[config.mk]
export PLATFORM = sky130hd
export DESIGN_NAME = axis_frame_gen
export DESIGN_NICKNAME = d
export VERILOG_FILES = /design/src/rtl/axis_frame_gen.sv
export SDC_FILE = /design/constraint.sdc
export NUM_CORES = 1
export LEC_CHECK = 0
export BUFFER_PORTS_ARGS = -buffer_cell sky130_fd_sc_hd__buf_4
export CAP_MARGIN = 20
export CORE_MARGIN = 8
export CORE_UTILIZATION = 62
export CTS_CLUSTER_SIZE = 14
export DETAILED_ROUTE_END_ITERATION = 7
export PLACE_DENSITY = 0.85
export SYNTH_ARGS = -nofsm -noshare
export SYNTH_HDL_FRONTEND = slang
export SYNTH_SLANG_ARGS = --single-unit
[constraint.sdc]
create_clock -name clk -period 7.4 [get_ports clk]
set_input_delay 1.48 -clock clk [delete_from_list [all_inputs] [get_ports clk]]
set_output_delay 1.48 -clock clk [all_outputs]
set_load 0.02 [all_outputs]
[src/rtl/axis_frame_gen.sv]
// axis_frame_gen: AXI4-Stream raster frame source.
//
// Emits FRAME_WIDTH x FRAME_HEIGHT pixel frames. tuser marks pixel (0,0) and
// tlast marks the last pixel of every line. The pixel pattern is one of
// ramp / LFSR / constant / checkerboard. Downstream backpressure is honoured.
//
// Ports
//   clk, rst_n            clock, asynchronous active-low reset
//   start                 one-cycle frame request (acted on only in IDLE)
//   continuous            repeat frames back-to-back while high
//   pattern_sel[1:0]      0 ramp, 1 LFSR, 2 constant, 3 checkerboard
//   seed[15:0]            LFSR seed / constant value
//   m_axis_*              AXI4-Stream master (tvalid/tready/tdata/tlast/tuser)
//   busy                  high outside IDLE
//   frame_done            one-cycle pulse after the final handshake of a frame
//   frame_cnt[15:0]       completed frame counter (wraps)
//
// state  | meaning
// IDLE   | waiting for start
// ACTIVE | presenting pixels on the stream
// LGAP   | idle cycles between lines
// FGAP   | idle cycles after the last pixel of a frame

module axis_frame_gen #(
  parameter int DATA_WIDTH   = 8,
  parameter int FRAME_WIDTH  = 20,
  parameter int FRAME_HEIGHT = 20,
  parameter int LINE_GAP     = 0,
  parameter int FRAME_GAP    = 4
) (
  input  logic                  clk,
  input  logic                  rst_n,
  input  logic                  start,
  input  logic                  continuous,
  input  logic [1:0]            pattern_sel,
  input  logic [15:0]           seed,
  output logic                  m_axis_tvalid,
  input  logic                  m_axis_tready,
  output logic [DATA_WIDTH-1:0] m_axis_tdata,
  output logic                  m_axis_tlast,
  output logic                  m_axis_tuser,
  output logic                  busy,
  output logic                  frame_done,
  output logic [15:0]           frame_cnt
);

  typedef enum logic [1:0] {IDLE, ACTIVE, LGAP, FGAP} state_t;

  localparam int CW   = $clog2(FRAME_WIDTH);
  localparam int RW   = $clog2(FRAME_HEIGHT);
  localparam int GMAX = (LINE_GAP > FRAME_GAP) ? LINE_GAP : FRAME_GAP;
  localparam int GW   = $clog2(GMAX + 2);

  localparam logic [CW-1:0] COL_LAST = CW'(FRAME_WIDTH - 1);
  localparam logic [RW-1:0] ROW_LAST = RW'(FRAME_HEIGHT - 1);
  localparam logic [GW-1:0] LG_LOAD  = (LINE_GAP  > 0) ? GW'(LINE_GAP - 1)  : '0;
  localparam logic [GW-1:0] FG_LOAD  = (FRAME_GAP > 0) ? GW'(FRAME_GAP - 1) : '0;

  localparam logic [15:0] LFSR_DEFAULT = 16'hACE1;
  localparam logic [15:0] LFSR_TAPS    = 16'hB400;

  state_t                state_q, state_d;
  logic [RW-1:0]         row_q, row_d;
  logic [CW-1:0]         col_q, col_d;
  logic [15:0]           lfsr_q, lfsr_d;
  logic [1:0]            pat_q, pat_d;
  logic [DATA_WIDTH-1:0] const_q, const_d;
  logic [GW-1:0]         gap_q, gap_d;

  logic                  tvalid_q, tvalid_d;
  logic [DATA_WIDTH-1:0] tdata_q, tdata_d;
  logic                  tlast_q, tlast_d;
  logic                  tuser_q, tuser_d;
  logic                  busy_q, busy_d;
  logic                  done_q, done_d;
  logic [15:0]           cnt_q, cnt_d;

  logic                  load;
  logic                  hs;

  assign hs = tvalid_q && m_axis_tready;

  always_comb begin
    state_d = state_q;
    row_d   = row_q;
    col_d   = col_q;
    lfsr_d  = lfsr_q;
    pat_d   = pat_q;
    const_d = const_q;
    gap_d   = gap_q;
    done_d  = 1'b0;
    cnt_d   = cnt_q;
    load    = 1'b0;

    case (state_q)
      IDLE: begin
        if (start) begin
          load    = 1'b1;
          state_d = ACTIVE;
        end
      end
      ACTIVE: begin
        if (hs) begin
          lfsr_d = (lfsr_q >> 1) ^ (lfsr_q[0] ? LFSR_TAPS : 16'h0000);
          if (col_q == COL_LAST) begin
            col_d = '0;
            if (row_q == ROW_LAST) begin
              done_d  = 1'b1;
              cnt_d   = cnt_q + 16'd1;
              gap_d   = FG_LOAD;
              state_d = FGAP;
            end else begin
              row_d = row_q + RW'(1);
              if (LINE_GAP > 0) begin
                gap_d   = LG_LOAD;
                state_d = LGAP;
              end
            end
          end else begin
            col_d = col_q + CW'(1);
          end
        end
      end
      LGAP: begin
        if (gap_q == '0) state_d = ACTIVE;
        else             gap_d   = gap_q - GW'(1);
      end
      FGAP: begin
        // With FRAME_GAP = 0 this state still lasts one cycle: it is where
        // the continue-or-stop decision is taken.
        if (gap_q == '0) begin
          if (continuous) begin
            load    = 1'b1;
            state_d = ACTIVE;
          end else begin
            state_d = IDLE;
          end
        end else begin
          gap_d = gap_q - GW'(1);
        end
      end
      default: state_d = IDLE;
    endcase

    // Frame start: configuration is captured here and held for the frame.
    if (load) begin
      pat_d   = pattern_sel;
      const_d = seed[DATA_WIDTH-1:0];
      row_d   = '0;
      col_d   = '0;
      lfsr_d  = (seed == 16'h0000) ? LFSR_DEFAULT : seed;
    end

    // Outputs are computed from next-state values so that they are registered
    // and line up with the pixel being presented.
    tvalid_d = (state_d == ACTIVE);
    busy_d   = (state_d != IDLE);
    tlast_d  = tvalid_d && (col_d == COL_LAST);
    tuser_d  = tvalid_d && (row_d == '0) && (col_d == '0);
    tdata_d  = '0;
    if (tvalid_d) begin
      case (pat_d)
        2'd0:    tdata_d = DATA_WIDTH'(row_d) + DATA_WIDTH'(col_d);
        2'd1:    tdata_d = lfsr_d[DATA_WIDTH-1:0];
        2'd2:    tdata_d = const_d;
        default: tdata_d = {DATA_WIDTH{row_d[0] ^ col_d[0]}};
      endcase
    end
  end

  always_ff @(posedge clk or negedge rst_n) begin
    if (!rst_n) begin
      state_q  <= IDLE;
      row_q    <= '0;
      col_q    <= '0;
      lfsr_q   <= '0;
      pat_q    <= '0;
      const_q  <= '0;
      gap_q    <= '0;
      tvalid_q <= 1'b0;
      tdata_q  <= '0;
      tlast_q  <= 1'b0;
      tuser_q  <= 1'b0;
      busy_q   <= 1'b0;
      done_q   <= 1'b0;
      cnt_q    <= '0;
    end else begin
      state_q  <= state_d;
      row_q    <= row_d;
      col_q    <= col_d;
      lfsr_q   <= lfsr_d;
      pat_q    <= pat_d;
      const_q  <= const_d;
      gap_q    <= gap_d;
      tvalid_q <= tvalid_d;
      tdata_q  <= tdata_d;
      tlast_q  <= tlast_d;
      tuser_q  <= tuser_d;
      busy_q   <= busy_d;
      done_q   <= done_d;
      cnt_q    <= cnt_d;
    end
  end

  assign m_axis_tvalid = tvalid_q;
  assign m_axis_tdata  = tdata_q;
  assign m_axis_tlast  = tlast_q;
  assign m_axis_tuser  = tuser_q;
  assign busy          = busy_q;
  assign frame_done    = done_q;
  assign frame_cnt     = cnt_q;

endmodule
==> summary.txt, run 1 <==
Run status
  • Status: complete, no violations

Worst setup path
  • Worst-path cell chain: buf_4 > nand3_1 > nor3_2 > xnor2_2 > nor2_1 > ha_1 > inv_1 > fa_1 > inv_1 > a21o_1 > a21oi_1 > xnor2_1 > o21ai_0 > a211oi_1
  • WP data arrival: 4.41 ns
  • Cell mode on critical path: inv_1
  • CP required: 7.64 ns
  • Flop2flop setup slack: 3.62 ns
  • Worst R2R End: m_axis_tdata[4]
  • R2r worst-path depth: 15
  • Crit Path Class: input port to register
  • Max stage delay on crit path: 0.65 ns
  • Critical path's top delay family: simple AND/OR/NAND/NOR gates
  • Crit path max-delay cell type: nand3_1
  • CP startpoint kind: input port
  • Origin of the critical flop-to-flop path: state_q[1]
  • CP Buf/Inv Count: 3
  • Worst Setup End Kind: register
  • CP max FO: 21

Route
  • DRT Pass-1 Iters: 4
  • Final wirelength: 8410 um
  • Via/cell ratio: 5.81
  • Drt initial violations: 198
  • DRT antenna net count: 0
  • Metal3 WL: 559 um
  • Routed WL per cell: 16.4 um
  • DR WL met2: 4190 um
  • WL met1: 3550 um
  • DR vias: 2,988
  • # DRC: 0
  • Highest routed layer: met4

Clocking
  • Clock slew at reported path FFs: 0.08 ns
  • Root Buffer: clkbuf_8
  • Worst-Skew Late Latency: 0.34 ns
  • Postcts setup bufs: 0
  • Clock Sink Count: 70
  • Cts hold-fix bufs: 0
  • CTS resizes: 0
  • CTS Buf Count: 9
  • H-Tree Depth: 3
  • CTS tree: built
  • Clock Path Buffers: 2

Floorplanning
  • # IOs: 52
  • Initial core utilization: 63.4%
  • CORE AREA: 5890 um^2
  • Chip width: 93.6 um
  • Die Area: 8760 um^2
  • Rows: 28
  • Die H: 93.6 um

Power
  • Peak VDD IR: 0.218 mV
  • Pwr Density: 248 nW/um^2
  • Overall power: 1070 uW
  • Pleak: 0.00208 uW

Timing
  • Worst-Margin Slew: 1.03 ns
  • Finish-stage setup viols: 0
  • Max Clock Freq: 240 MHz
  • Final worst slack: 3.24 ns
  • Post-route clock skew: 0.00953 ns
  • Crit path time final: 4.16 ns
  • Slew Limit Fails: 0
  • TNS Setup: 0 ns
  • RSZ-0062 raised after global routing: false
  • Final Cycle Share: 56.3%
  • Final hold vios: 0
  • Slew HR: 31.4%

Cells and area
  • Storage cell area: 1750 um^2
  • Ant. Diodes: 0
  • Multi-input gate area: 1840 um^2
  • Nets: 473
  • FILL cells: 417
  • Layout cells sized above 1: 20.5%
  • Final Core Density: 73.6%
  • Area grow syn2layout: 16.1%

Placement
  • GP Congestion: 0.884
  • Placement Setup Slack: 2.92 ns
  • Port bufs: 51
  • Post-detail-place hpwl: 5920 um

Global routing
  • Initial antenna violation count: 0
  • First-pass GRT wire length: 13,900 um
  • GRT Total Usage: 19.7%
  • Largest net degree at the start of global routing: 71
  • Number of global-route vias before repair: 3,048
  • Remaining Overflow, GRT: 0

Hold path
  • HP Start: const_q[2]
  • Worst Hold Depth: 2
  • Hold Path End: const_q[2]
  • Hold WC Path Type: register to register

Logic synthesis
  • Register area share after synthesis: 46.9%
  • Net Count, Synth: 424
  • Top cells by area, synth: dfrtp_1 (47%), nand2_1 (5.8%), ha_1 (5.0%)
  • Synth Instances: 385
  • Cell taking the most area after synthesis: dfrtp_1
  • Area share of the largest cell type after synthesis: 46.9%
  • Most used flip-flop cell after synthesis: dfrtp_1
  • Syn_area_per_cell: 9.70 um^2
  • Yosys cell types: 57
  • Number of synthesized flops with an enable pin: 0
  • Synthesized area: 3730 um^2
  • Ys Warns: 0
  • FFs w/ async S/R, synth: 100%
  • Yosys reg bits: 70

Flow run
  • MaxCap Viol Count: 0
==> layout by cell type, fill, tap and decap left out, types with 4 or more instances in the layout <==
master and count:
a21o_1 4, nor3_1 12, a21oi_1 23, ha_1 15
nand2_1 58, and3_1 5, inv_1 16, buf_4 51
a31oi_1 7, nor2_1 33, nor4_1 4, xor2_1 11
nor3_2 4, dfrtp_1 70, nand4_1 5, nand3_1 18
clkbuf_8 10, xnor2_1 13, mux2i_1 9, o21ai_0 22
==> sequential cells by signal, indices dropped and copies added (netlist names) <==
signal	cells
frame_done	1
row_q	5
m_axis_tdata	8
m_axis_tuser	1
col_q	5
m_axis_tvalid	1
state_q	2
lfsr_q	16
m_axis_tlast	1
pat_q	2
const_q	8
busy	1
gap_q	3
frame_cnt	16
==> cell type report <==
type / count / area share (%)
Clock inverter: 6 / 1.41
Inverter: 17 / 1.47
Clock buffer: 10 / 3.18
Tap cell: 75 / 2.17
Multi-Input combinational cell: 285 / 42.5
Sequential cell: 70 / 40.4
Timing Repair Buffer: 51 / 8.84
==> worst register-to-register path: stages, from the launching register on <==
cell and delay, ns:
dfrtp_1 0.44, inv_1 0.14, ha_1 0.24, nand3_1 0.68, nor3_2 0.60, xnor2_2 0.09, nor2_1 0.17, ha_1 0.21
inv_1 0.06, fa_1 0.39, inv_1 0.07, a21o_1 0.10, a21oi_1 0.07, xnor2_1 0.13, o21ai_0 0.08, a211oi_1 0.23
==> metal layers <==
metal  vias to the layer above  track usage [%]
met5                         -                0
met4                         0             7.66
met3                        10             3.93
met2                        95             32.8
met1                      1450             24.5
li1                       1433                -
==> synthesized netlist by cell type (7+ instances only) <==
cell type,n
dfrtp_1,70
nand2_1,58
nor2_1,33
a21oi_1,23
o21ai_0,22
nand3_1,18
inv_1,16
ha_1,15
xnor2_1,13
nor3_1,12
xor2_1,11
mux2i_1,9
a31oi_1,7
buf_2,7
==> cells by family after synthesis <==
| logic type | share of synthesized area, % |
|---|---|
| mux | 3.42 |
| xor+xnor | 6.07 |
| flops | 46.9 |
| simple gates | 22.9 |
| fa+ha+maj | 5.56 |
| buf+inv | 3.75 |
| compound gates | 11.4 |
==> how the worst max path moves through the flow <==
stage | start | end | slack, ns | cells after the start
2_1_floorplan | continuous | m_axis_tdata[4] | 3.71 | 15
3_3_place_gp | m_axis_tready | m_axis_tdata[4] | 3.02 | 14
3_5_place_dp | m_axis_tready | m_axis_tdata[4] | 2.92 | 14
4_1_cts | m_axis_tready | m_axis_tdata[4] | 3.25 | 14
5_1_grt | m_axis_tready | m_axis_tdata[4] | 2.96 | 14
6_report | m_axis_tready | m_axis_tdata[4] | 3.24 | 14
==> through the flow <==
stage	hold slack (ns)	std cells	instance area, um^2
after floorplan	0.436	385	3730
after global placement	0.456	498	4130
after detailed placement	0.458	498	4130
after CTS	0.475	514	4330
after global routing	0.486	514	4330
final	0.474	514	4330
==> where the power goes <==
| part | total [uW] | switching, uW | internal, uW | leakage, uW |
|---|---|---|---|---|
| logic | 302 | 168 | 134 | 0.00106 |
| clock network | 312 | 149 | 164 | 0.000102 |
| registers | 459 | 39.0 | 420 | 0.000921 |
| total | 1070 | 356 | 718 | 0.00208 |
(Power assumes the default switching activity.)
==> inputs of run 2 (changes only) <==
- ABC_AREA: not set -> 1
- CORE_UTILIZATION: 62 -> 58
- PLACE_DENSITY: 0.85 -> 0.8
- clock period: 7.4 -> 3.91 ns (I/O delays scaled with it)
==> summary.txt, run 2 <==
Placement
  • Post-detail-place hpwl: 6650 um
  • GP Congestion: 0.921
  • Placement Setup Slack: 0.677 ns
  • Placed Cells: 653
  • Port bufs: 51

Logic synthesis
  • Top cells by area, synth: dfrtp_1 (43%), nand2_1 (15%), nand3_1 (5.3%)
  • Most common cell in the netlist: nand2_1
  • Ys Warns: 0
  • Most used flip-flop cell after synthesis: dfrtp_1
  • Area share of the largest cell type after synthesis: 43.0%
  • Synth Instances: 515
  • Net Count, Synth: 554
  • Commonest cells in the netlist: nand2_1 (168), dfrtp_1 (70), inv_1 (56)
  • Yosys cell types: 35
  • Cell taking the most area after synthesis: dfrtp_1
  • Register area share after synthesis: 43.0%
  • Syn_area_per_cell: 7.90 um^2
  • FFs w/ async S/R, synth: 100%
  • Yosys reg bits: 70
  • Synthesized area: 4070 um^2
  • Number of synthesized flops with an enable pin: 0

Hold path
  • Hold WC Path Type: register to register

Route
  • Drt initial violations: 224
  • Routed WL per cell: 13.6 um
  • DRT Pass-1 Iters: 5
  • Final wirelength: 9110 um
  • DR vias: 3,506
  • # DRC: 0
  • DRT antenna net count: 0
  • Via/cell ratio: 5.24

Cells and area
  • Area grow syn2layout: 15.3%
  • Commonest cells after routing, fill and taps aside: nand2_1 (168), dfrtp_1 (70), inv_1 (56)
  • Nets: 607
  • Most common cell after layout, fill and taps aside: nand2_1
  • Final Non-Filler Cells: 669
  • Layout cells sized above 1: 17.1%
  • Ant. Diodes: 0
  • Final Core Density: 69.1%

Timing
  • Slew HR: 42.4%
  • RSZ-0062 raised after global routing: false
  • Max Clock Freq: 312 MHz
  • Finish-stage setup viols: 0
  • Slew Limit Fails: 0
  • Final hold vios: 0
  • Final Cycle Share: 82.0%
  • Post-route clock skew: 0.00826 ns
  • Final worst slack: 0.705 ns
  • Crit path time final: 3.21 ns
  • TNS Setup: 0 ns
  • Worst-Margin Slew: 0.864 ns

Worst setup path
  • Crit Path Class: register to register
  • Crit path launch: state_q[1]
  • Worst R2R End: m_axis_tdata[4]
  • Flop2flop setup slack: 0.70 ns
  • WP data arrival: 3.49 ns
  • Worst setup endpoint: m_axis_tdata[4]
  • CP startpoint kind: register
  • CP max FO: 20
  • CP required: 4.20 ns
  • R2r worst-path depth: 18
  • Worst Setup End Kind: register
  • Origin of the critical flop-to-flop path: state_q[1]

Power
  • Pleak: 0.00262 uW
  • Peak VDD IR: 0.598 mV
  • Overall power: 3240 uW
  • Pwr Density: 691 nW/um^2

Floorplanning
  • Initial core utilization: 59.9%
  • # IOs: 52
  • Die H: 99.8 um
  • CORE AREA: 6790 um^2
  • Die Area: 9950 um^2
  • Chip width: 99.8 um
  • Rows: 30

Clocking
  • Worst-Skew Late Latency: 0.34 ns
  • Clock slew at reported path FFs: 0.07 ns
  • CTS resizes: 0
  • Clock Path Buffers: 2
  • CTS tree: built
  • Clock Sink Count: 70
  • Postcts setup bufs: 0
  • Cts hold-fix bufs: 0
  • H-Tree Depth: 3
  • Root Buffer: clkbuf_8
  • CTS Buf Count: 9

Run status
  • Status: complete, no violations

Global routing
  • Initial antenna violation count: 0
  • Remaining Overflow, GRT: 0
  • First-pass GRT wire length: 15,200 um
  • Number of global-route vias before repair: 3,389
  • Largest net degree at the start of global routing: 71
  • GRT Total Usage: 18.8%

Flow run
  • MaxCap Viol Count: 0
[run 2: worst min path at each step]
stage / from / end / cells past startpoint
after floorplan: const_q[4] / const_q[4] / 2
after global placement: const_q[4] / const_q[4] / 2
after detailed placement: frame_cnt[15] / frame_cnt[15] / 1
after CTS: frame_cnt[15] / frame_cnt[15] / 1
after global routing: const_q[1] / const_q[1] / 2
final: frame_cnt[15] / frame_cnt[15] / 1
[run 2: critical path: stages (launching register included)]
cell and delay, ns:
dfrtp_1 0.43, inv_1 0.14, ha_1 0.39, inv_4 0.09, nor2_8 0.29, nand3_1 0.14
nand2_1 0.08, nand3_1 0.08, inv_1 0.12, ha_1 0.20, inv_1 0.06, fa_1 0.39
nand3b_1 0.17, nand2_1 0.09, xor2_1 0.15, nand3_1 0.10, nand3_1 0.11, nand2_1 0.05
inv_1 0.05
[run 2: where the power goes]
| part | switching (uW) | leakage (uW) | internal, uW | total, uW |
|---|---|---|---|---|
| combinational | 992 | 0.00162 | 578 | 1570 |
| sequential | 116 | 0.000884 | 921 | 1040 |
| clock | 271 | 0.000109 | 365 | 636 |
[run 2: logic make-up after synthesis]
logic type      Yosys count  synth area share [%]
simple gates            300                  33.8
buf+inv                  71                  8.21
flops                    70                  43.0
compound gates           36                  5.10
xor+xnor                 22                  4.73
fa+ha+maj                16                  5.10
[run 2: area by class of cell]
class | instances | area [um^2]
clock inverters | 2 | 37.5
clock buffers | 14 | 183
inverters | 62 | 235
flip-flops and latches | 70 | 1750
multi-input cells | 374 | 1980
well taps | 96 | 120
fillers | 551 | 2100
repair buffers | 51 | 383
[run 2: per-layer routing]
| layer | global-route usage [%] | part of all wire [%] |
|---|---|---|
| met2 | 31.2 | 47 |
| met5 | 0 | 0 |
| met3 | 5.05 | 7.6 |
| met4 | 8.15 | 1.8 |
| met1 | 22.4 | 43 |
[run 2: through the flow]
step,area [um^2],hold slack (ns)
2_1_floorplan,4070,0.438
3_3_place_gp,4470,0.456
5_1_grt,4690,0.490
3_5_place_dp,4470,0.468
4_1_cts,4690,0.477
6_report,4690,0.473
